$ cat src/rtl/match_monitor_pkg.sv
// Shared state encodings and parameter defaults for the match monitor.
package match_monitor_pkg;
    localparam int CNT_W_DEF   = 8;
    localparam int STAMP_W_DEF = 16;
    localparam int WIN_DEF     = 16;
    localparam int THRESH_DEF  = 3;

    localparam logic [1:0] ST_IDLE    = 2'd0;
    localparam logic [1:0] ST_MONITOR = 2'd1;
    localparam logic [1:0] ST_ALARM   = 2'd2;
    localparam logic [1:0] ST_REARM   = 2'd3;
endpackage

$ cat src/rtl/hit_window.sv
// Sliding window of the last WIN sampled bits with an incrementally maintained hit count.
module hit_window #(
    parameter int WIN = 16,
    localparam int HW = $clog2(WIN + 1)
) (
    input  logic          clock,
    input  logic          reset,
    input  logic          clr,
    input  logic          shift_en,
    input  logic          bit_in,
    output logic [HW-1:0] hits,
    output logic [HW-1:0] hits_next
);
    logic [WIN-1:0] win;

    // Running count: add the incoming bit, drop the one falling off the end.
    always_comb begin
        hits_next = hits;
        if (shift_en)
            hits_next = hits + HW'(bit_in) - HW'(win[WIN-1]);
    end

    always_ff @(posedge clock or posedge reset) begin
        if (reset) begin
            win  <= '0;
            hits <= '0;
        end else if (clr) begin
            win  <= '0;
            hits <= '0;
        end else if (shift_en) begin
            win  <= {win[WIN-2:0], bit_in};
            hits <= hits_next;
        end
    end
endmodule

$ cat src/rtl/match_monitor.sv
// Registers the detector pulse, keeps match statistics and a density alarm FSM.
module match_monitor
    import match_monitor_pkg::*;
#(
    parameter int CNT_W   = CNT_W_DEF,
    parameter int STAMP_W = STAMP_W_DEF,
    parameter int WIN     = WIN_DEF,
    parameter int THRESH  = THRESH_DEF,
    localparam int HW     = $clog2(WIN + 1)
) (
    input  logic               clock,
    input  logic               reset,
    input  logic               z_in,
    input  logic               enable,
    input  logic               clear,
    input  logic               ack,
    output logic [CNT_W-1:0]   match_count,
    output logic [STAMP_W-1:0] last_stamp,
    output logic [HW-1:0]      window_hits,
    output logic               alarm,
    output logic               overflow,
    output logic [1:0]         state
);
    logic               z_q;
    logic [STAMP_W-1:0] stamp;
    logic [HW-1:0]      hits_next;
    logic [1:0]         state_next;

    hit_window #(.WIN(WIN)) u_win (
        .clock     (clock),
        .reset     (reset),
        .clr       (clear),
        .shift_en  (enable),
        .bit_in    (z_q),
        .hits      (window_hits),
        .hits_next (hits_next)
    );

    // Transitions look at hits_next so the alarm lands on the same edge the window fills.
    always_comb begin
        state_next = state;
        if (!enable) begin
            state_next = ST_IDLE;
        end else begin
            case (state)
                ST_IDLE:    state_next = ST_MONITOR;
                ST_MONITOR: if (hits_next >= HW'(THRESH)) state_next = ST_ALARM;
                ST_ALARM:   if (ack) state_next = ST_REARM;
                ST_REARM:   if (hits_next < HW'(THRESH)) state_next = ST_MONITOR;
                default:    state_next = ST_IDLE;
            endcase
        end
    end

    always_ff @(posedge clock or posedge reset) begin
        if (reset) begin
            z_q         <= 1'b0;
            stamp       <= '0;
            match_count <= '0;
            last_stamp  <= '0;
            overflow    <= 1'b0;
            state       <= ST_IDLE;
            alarm       <= 1'b0;
        end else if (clear) begin
            z_q         <= 1'b0;
            stamp       <= '0;
            match_count <= '0;
            last_stamp  <= '0;
            overflow    <= 1'b0;
            state       <= enable ? ST_MONITOR : ST_IDLE;
            alarm       <= 1'b0;
        end else begin
            z_q   <= z_in;
            state <= state_next;
            alarm <= (state_next == ST_ALARM);
            if (enable) begin
                stamp <= stamp + STAMP_W'(1);
                if (z_q) begin
                    last_stamp <= stamp;
                    if (&match_count) overflow <= 1'b1;
                    else              match_count <= match_count + CNT_W'(1);
                end
            end
        end
    end
endmodule

$ cat config.mk
export PLATFORM = sky130hd
export DESIGN_NAME = match_monitor
export DESIGN_NICKNAME = d
export VERILOG_FILES = /design/src/rtl/match_monitor_pkg.sv /design/src/rtl/hit_window.sv /design/src/rtl/match_monitor.sv
export SDC_FILE = /design/constraint.sdc
export NUM_CORES = 1
export LEC_CHECK = 0
export CAP_MARGIN = 0
export CORE_ASPECT_RATIO = 0.75
export CORE_MARGIN = 2
export CORE_UTILIZATION = 41
export DETAILED_ROUTE_END_ITERATION = 10
export PLACE_DENSITY = 0.72
export SETUP_SLACK_MARGIN = 0.3
export SYNTH_ARGS = -nofsm -noshare
export SYNTH_HDL_FRONTEND = slang
export SYNTH_SLANG_ARGS = --single-unit
export TNS_END_PERCENT = 50
$ cat constraint.sdc
create_clock -name clock -period 6.6 [get_ports clock]
set_clock_uncertainty 0.2 [all_clocks]
set_input_delay 1.32 -clock clock [delete_from_list [all_inputs] [get_ports clock]]
set_output_delay 1.32 -clock clock [all_outputs]
set_load 0.03 [all_outputs]
==> results of run 1 <==
==> state kept, by name, indices dropped and copies added (netlist names) <==
register / cells
stamp: 16
state: 2
u_win.win: 16
alarm: 1
u_win.hits: 5
overflow: 1
last_stamp: 16
z_q: 1
match_count: 8
==> worst register-to-register path, delay by kind of cell (launching register included) <==
kind / cells / cell delay (ns)
compound gates: 3 / 0.67
fa+ha+maj: 3 / 0.91
buf+inv: 2 / 0.10
flops: 1 / 0.40
mux: 1 / 0.21
simple gates: 1 / 0.12
==> layout make-up <==
cell class | count | area share (%)
clock buffers | 11 | 3.570
clock inverters | 5 | 0.8501
inverters | 12 | 1.224
multi-input cells | 189 | 35.77
flip-flops and latches | 66 | 44.88
well taps | 101 | 3.434
repair buffers | 39 | 10.27
==> routing by layer <==
metal,vias up,global-route usage [%],part of all wire (%)
met5,-,0,0
li1,1060,-,-
met2,49,22.63,43
met3,2,6.404,5.0
met4,0,3.784,0.41
met1,1037,22.85,52
==> cells by family (layout without fill, tap and decap cells) <==
family	count (synthesis)	count (layout)	share of synthesized area [%]
AO/OA/AOI/OAI	42	42	10.86
XOR/XNOR	18	18	5.124
adder cells (fa/ha/maj)	8	8	3.497
buffers and inverters	26	67	3.538
flip-flops	66	66	53.68
multiplexers	20	20	6.507
AND/OR/NAND/NOR	101	101	16.80
==> power by group <==
group          internal (µW)  switching, µW  total (µW)
Clock                    135            150         285
Combinational           28.2           48.0        76.3
Sequential               411           8.09         419
Total                    574            206         780
==> cells in the final DEF, fill, tap and decap left out, drive strengths merged, types with 6 or more instances in the layout <==
master	count
dfrtp	66
nor2	40
clkdlybuf4s50	36
mux2i	20
a22o	16
nand2	14
inv	12
xor2	11
nand3	11
clkbuf	11
a21oi	9
nor3	7
xnor2	7
ha	7
o21ai	6
==> worst max path at each step <==
stage | end | cells past startpoint
floorplan | alarm | 1
global placement | alarm | 6
detailed placement | match_count[0] | 5
CTS | match_count[0] | 5
global route | match_count[0] | 5
finish | match_count[0] | 5
==> per-stage QoR <==
step	hold WS, ns	utilization, %	setup WS (ns)	instances	area (µm²)
final	0.3122	50.43	3.431	423	3680
after global routing	0.3330	50.43	3.238	423	3680
after CTS	0.3132	50.43	3.471	423	3680
after detailed placement	0.2926	48.20	3.118	407	3517
after global placement	0.2995	48.20	3.200	407	3517
after floorplan	0.2747	-	3.425	281	3077
==> impl_metrics.env, run 1 <==
export IMPL_gp_congestion=0.8240
export IMPL_crit_required_ns=6.66
export IMPL_synth_common_cells="dfrtp_1 (66), nor2_1 (40), mux2i_1 (20), a22o_1 (16), nand2_1 (14)"
export IMPL_port_buffers=38
export IMPL_rows=27
export IMPL_cp_top_family="simple AND/OR/NAND/NOR gates"
export IMPL_hold_depth=1
export IMPL_track_usage_pct=15.98
export IMPL_drc=0
export IMPL_synth_area_um2=3077
export IMPL_cap_viol_max_count=0
export IMPL_syn_num_nets=295
export IMPL_worst_path_buf_inv=1
export IMPL_reg2reg_from="u_win.hits[0]"
export IMPL_min_from="last_stamp[11]"
export IMPL_r2r_slack_ns=3.89
export IMPL_end_kind="flip-flop"
export IMPL_multi_input_area_um2=1316
export IMPL_path_class="in2reg"
export IMPL_period_share_pct=48.01
export IMPL_drtAntennaViolNets=0
export IMPL_final_max_slew_viol_count=0
export IMPL_area_growth_pct=19.60
export IMPL_worstRegToRegCells=10
export IMPL_yosys_warnings=0
export IMPL_tightest_slew_ns=0.9875
export IMPL_worstPathMaxFanout=39
export IMPL_setup_tns_final_ns=0
export IMPL_arrival_ns=3.23
export IMPL_synth_cell_type_count=47
export IMPL_avgViaCountPerCell=5.078
export IMPL_grt_pass1_vias=2083
export IMPL_max_stage_delay_ns=0.67
export IMPL_postCtsSetupRepairBufs=0
export IMPL_async_reset_ff_share_pct=100.0
export IMPL_wl_per_cell_um=14.36
export IMPL_fp_dieH_um=79.02
export IMPL_setup_viol=0
export IMPL_ctsResizeCount=0
export IMPL_cts_tree="built"
export IMPL_vias=2148
export IMPL_antenna_found_initial=0
export IMPL_hold_buffers=0
export IMPL_final_nets=331
export IMPL_grt_max_degree=67
export IMPL_drive_gt1_share_pct=7.764
export IMPL_synth_edf_count=0
export IMPL_chipWidth_um=104.0
export IMPL_start_util_pct=42.16
export IMPL_yosys_area_top_type_share_pct=53.68
export IMPL_grt_pass1_wl_mm=10.34
export IMPL_cts_buffers_inserted=9
export IMPL_die_area_um2=8220
export IMPL_htree_num_levels=3
export IMPL_crit_chain="buf_2 > nor2b_1 > and2_1 > nand2_1 > o21ai_0"
export IMPL_synth_ff_type="dfrtp_1"
export IMPL_routed_wl_mm=6.076
export IMPL_slowest_stage="and2_1"
export IMPL_rsz0062_at_grt="no"
export IMPL_io_pins=39
export IMPL_r2r_end="alarm"
export IMPL_hold_path_class="reg2reg"
export IMPL_status="complete, no violations"
export IMPL_register_area_um2=1652
export IMPL_clk_path_buf_depth=2
export IMPL_grt_ovfl_total=0
export IMPL_total_power_uw=779.9
export IMPL_postSynthCellCount=281
export IMPL_clkTransAtPathRegs_ns=0.08
export IMPL_clkLatencyLatePin_ns=0.34
export IMPL_timing_fmax_mhz=315.6
export IMPL_powerDensity_nw_per_um2=211.9
export IMPL_min_to="last_stamp[11]"
export IMPL_cts_root_buf="clkbuf_8"
export IMPL_clkSinkCount=66
export IMPL_drt_first_pass_iters=4
export IMPL_antenna_cells=0
export IMPL_yosysSeqAreaShare_pct=53.68
export IMPL_synth_area_per_cell_um2=10.95
export IMPL_hold_viol_final=0
export IMPL_hpwl_mm=3.860
export IMPL_synthTopCellsByArea="dfrtp_1 (54%), mux2i_1 (6.5%), nor2_1 (4.9%), a22o_1 (4.6%), xor2_1 (3.1%)"
export IMPL_yosysMostFrequentCell="dfrtp_1"
export IMPL_start_kind="primary input"
export IMPL_synth_top_cell_by_area="dfrtp_1"
export IMPL_core_um2=7297
export IMPL_slew_headroom_pct=34.17
export IMPL_leakage_uw=0.001680
export IMPL_ir_worst_vdd_mv=0.1032
export IMPL_crit_start="enable"
export IMPL_fin_crit_ns=3.169
export IMPL_ys_ff_latch=66
export IMPL_drtIter0Drc=155
export IMPL_nFillCells=701
(Power assumes the default switching activity.)
==> inputs of run 2 (changes only) <==
--- a/config.mk
+++ b/config.mk
@@ -10,7 +10,7 @@
 export CORE_MARGIN = 2
 export CORE_UTILIZATION = 41
 export DETAILED_ROUTE_END_ITERATION = 10
-export PLACE_DENSITY = 0.72
+export PLACE_DENSITY = 0.74
 export SETUP_SLACK_MARGIN = 0.3
 export SYNTH_ARGS = -nofsm -noshare
 export SYNTH_HDL_FRONTEND = slang
==> constraint.sdc (replaced) <==
create_clock -name clock -period 2.7 [get_ports clock]
set_clock_uncertainty 0.2 [all_clocks]
set_input_delay 0.54 -clock clock [delete_from_list [all_inputs] [get_ports clock]]
set_output_delay 0.54 -clock clock [all_outputs]
set_load 0.03 [all_outputs]
==> run 2 against run 1 <==
  * First-iteration DRC count is 5.2% lower
  * Sequential cell count stayed put
  * Count of clock-buffer cells in the layout stayed put
  * Wire length is 1.7% higher
  * Global-route usage is 0.96 points higher
  * Highest routed layer unchanged
==> impl_metrics.env, run 2 (synthesis gave the netlist of run 1 again) <==
export IMPL_cts_root_buf="clkbuf_8"
export IMPL_setup_tns_final_ns=0
export IMPL_clkTransAtPathRegs_ns=0.07
export IMPL_fin_crit_ns=2.479
export IMPL_final_cells=436
export IMPL_placed_cells=415
export IMPL_grt_max_degree=67
export IMPL_clkLatencyLatePin_ns=0.34
export IMPL_final_common_cell="dfrtp_1"
export IMPL_routed_wl_mm=6.177
export IMPL_reg_largest_list="last_stamp x16, stamp x16, u_win.win x16"
export IMPL_drc=0
export IMPL_chipWidth_um=104.0
export IMPL_vias=2268
export IMPL_drive_gt1_share_pct=13.43
export IMPL_register_area_um2=1653
export IMPL_wl_per_cell_um=14.17
export IMPL_clk_path_buf_depth=2
export IMPL_start_util_pct=42.16
export IMPL_grt_pass1_wl_mm=11.05
export IMPL_hold_viol_final=0
export IMPL_leakage_uw=0.001796
export IMPL_tightest_slew_ns=0.4990
export IMPL_crit_path_frequent_cell="ha_4"
export IMPL_io_pins=39
export IMPL_final_nets=344
export IMPL_drtIter0Drc=147
export IMPL_ir_worst_vdd_mv=0.4706
export IMPL_r2r_end="alarm"
export IMPL_antenna_found_initial=0
export IMPL_avgViaCountPerCell=5.202
export IMPL_rsz0062_at_grt="yes"
export IMPL_crit_chain="ha_4 > inv_2 > ha_4 > fa_2 > a21oi_2 > mux2i_1 > o211a_1 > nand3b_1 > a41o_1"
export IMPL_mostFrequentLayoutCells="dfrtp_1 (65), nor2_1 (40), clkdlybuf4s50_1 (37), mux2i_1 (20), a22o_1 (16)"
export IMPL_max_stage_delay_ns=0.42
export IMPL_nFillCells=656
export IMPL_timing_fmax_mhz=403.4
export IMPL_area_growth_pct=28.43
export IMPL_grt_pass1_vias=2275
export IMPL_min_to="last_stamp[1]"
export IMPL_port_buffers=38
export IMPL_start_kind="flip-flop"
export IMPL_cts_tree="built"
export IMPL_crit_start="u_win.win[15]"
export IMPL_core_um2=7297
export IMPL_reg2reg_from="u_win.win[15]"
export IMPL_cp_top_family="adder cells"
export IMPL_powerDensity_nw_per_um2=592.9
export IMPL_status="complete, no violations"
export IMPL_hold_buffers=0
export IMPL_grt_ovfl_total=0
export IMPL_multi_input_area_um2=1351
export IMPL_hold_depth=1
export IMPL_slew_headroom_pct=66.62
export IMPL_setup_viol=0
export IMPL_clkSinkCount=66
export IMPL_slowest_stage="dfrtp_1"
export IMPL_rows=27
export IMPL_final_max_slew_viol_count=0
export IMPL_end_kind="flip-flop"
export IMPL_antenna_cells=0
export IMPL_worstRegToRegCells=9
export IMPL_drt_first_pass_iters=4
export IMPL_path_class="reg2reg"
export IMPL_fp_dieH_um=79.02
export IMPL_period_share_pct=91.80
export IMPL_track_usage_pct=16.94
export IMPL_min_from="last_stamp[1]"
export IMPL_htree_num_levels=3
export IMPL_path_depth=9
export IMPL_worstPathMaxFanout=3
export IMPL_r2r_slack_ns=0.22
export IMPL_worst_path_buf_inv=1
export IMPL_cap_viol_max_count=0
export IMPL_die_area_um2=8220
export IMPL_crit_required_ns=2.73
export IMPL_final_util_pct=54.15
export IMPL_total_power_uw=2343
export IMPL_drtAntennaViolNets=0
export IMPL_arrival_ns=2.51
export IMPL_cts_buffers_inserted=9
export IMPL_hpwl_mm=3.986
export IMPL_hold_path_class="reg2reg"
export IMPL_gp_congestion=0.7559
run 2: worst max-delay path by stage:
stage,end,slack [ns]
2_1_floorplan,alarm,0.18
4_1_cts,alarm,0.18
3_3_place_gp,stamp[15],0.19
5_1_grt,alarm,0.10
6_report,alarm,0.22
3_5_place_dp,alarm,0.12
run 2: layout make-up:
class,count,area share [%]
multi-input combinational,189,34.20
sequential,66,41.83
clock inverter,5,3.167
tap,101,3.198
inverter,12,1.235
clock buffer,11,3.578
timing repair buffer,52,12.79
run 2: report_power, final:
part | internal (µW) | switching [µW]
logic | 87.4 | 123
registers | 1000 | 20.0
clock network | 731 | 377
run 2: metal layers:
layer	GRT usage (%)	up-vias	share of wire [%]
met3	6.158	9	5.4
met1	23.26	1118	50
met4	6.081	0	1.6
li1	-	1082	-
met2	24.74	59	43
met5	0	-	0
run 2: repair_timing:
item                                    in CTS  in global routing
endpoints found under the setup margin       3                  3
gates resized for setup                      3                  2
cloned                                       0                  0
pin swaps                                    5                  4
setup buffers                                3                  2
run 2: metrics by stage:
stage / hold slack [ns] / cell area (µm²) / worst slack, ns
3_5_place_dp: 0.2931 / 3618 / 0.1211
3_3_place_gp: 0.2956 / 3618 / 0.1918
6_report: 0.3138 / 3951 / 0.2214
2_1_floorplan: 0.2747 / 3088 / 0.1755
4_1_cts: 0.3176 / 3920 / 0.1824
5_1_grt: 0.3333 / 3951 / 0.1011
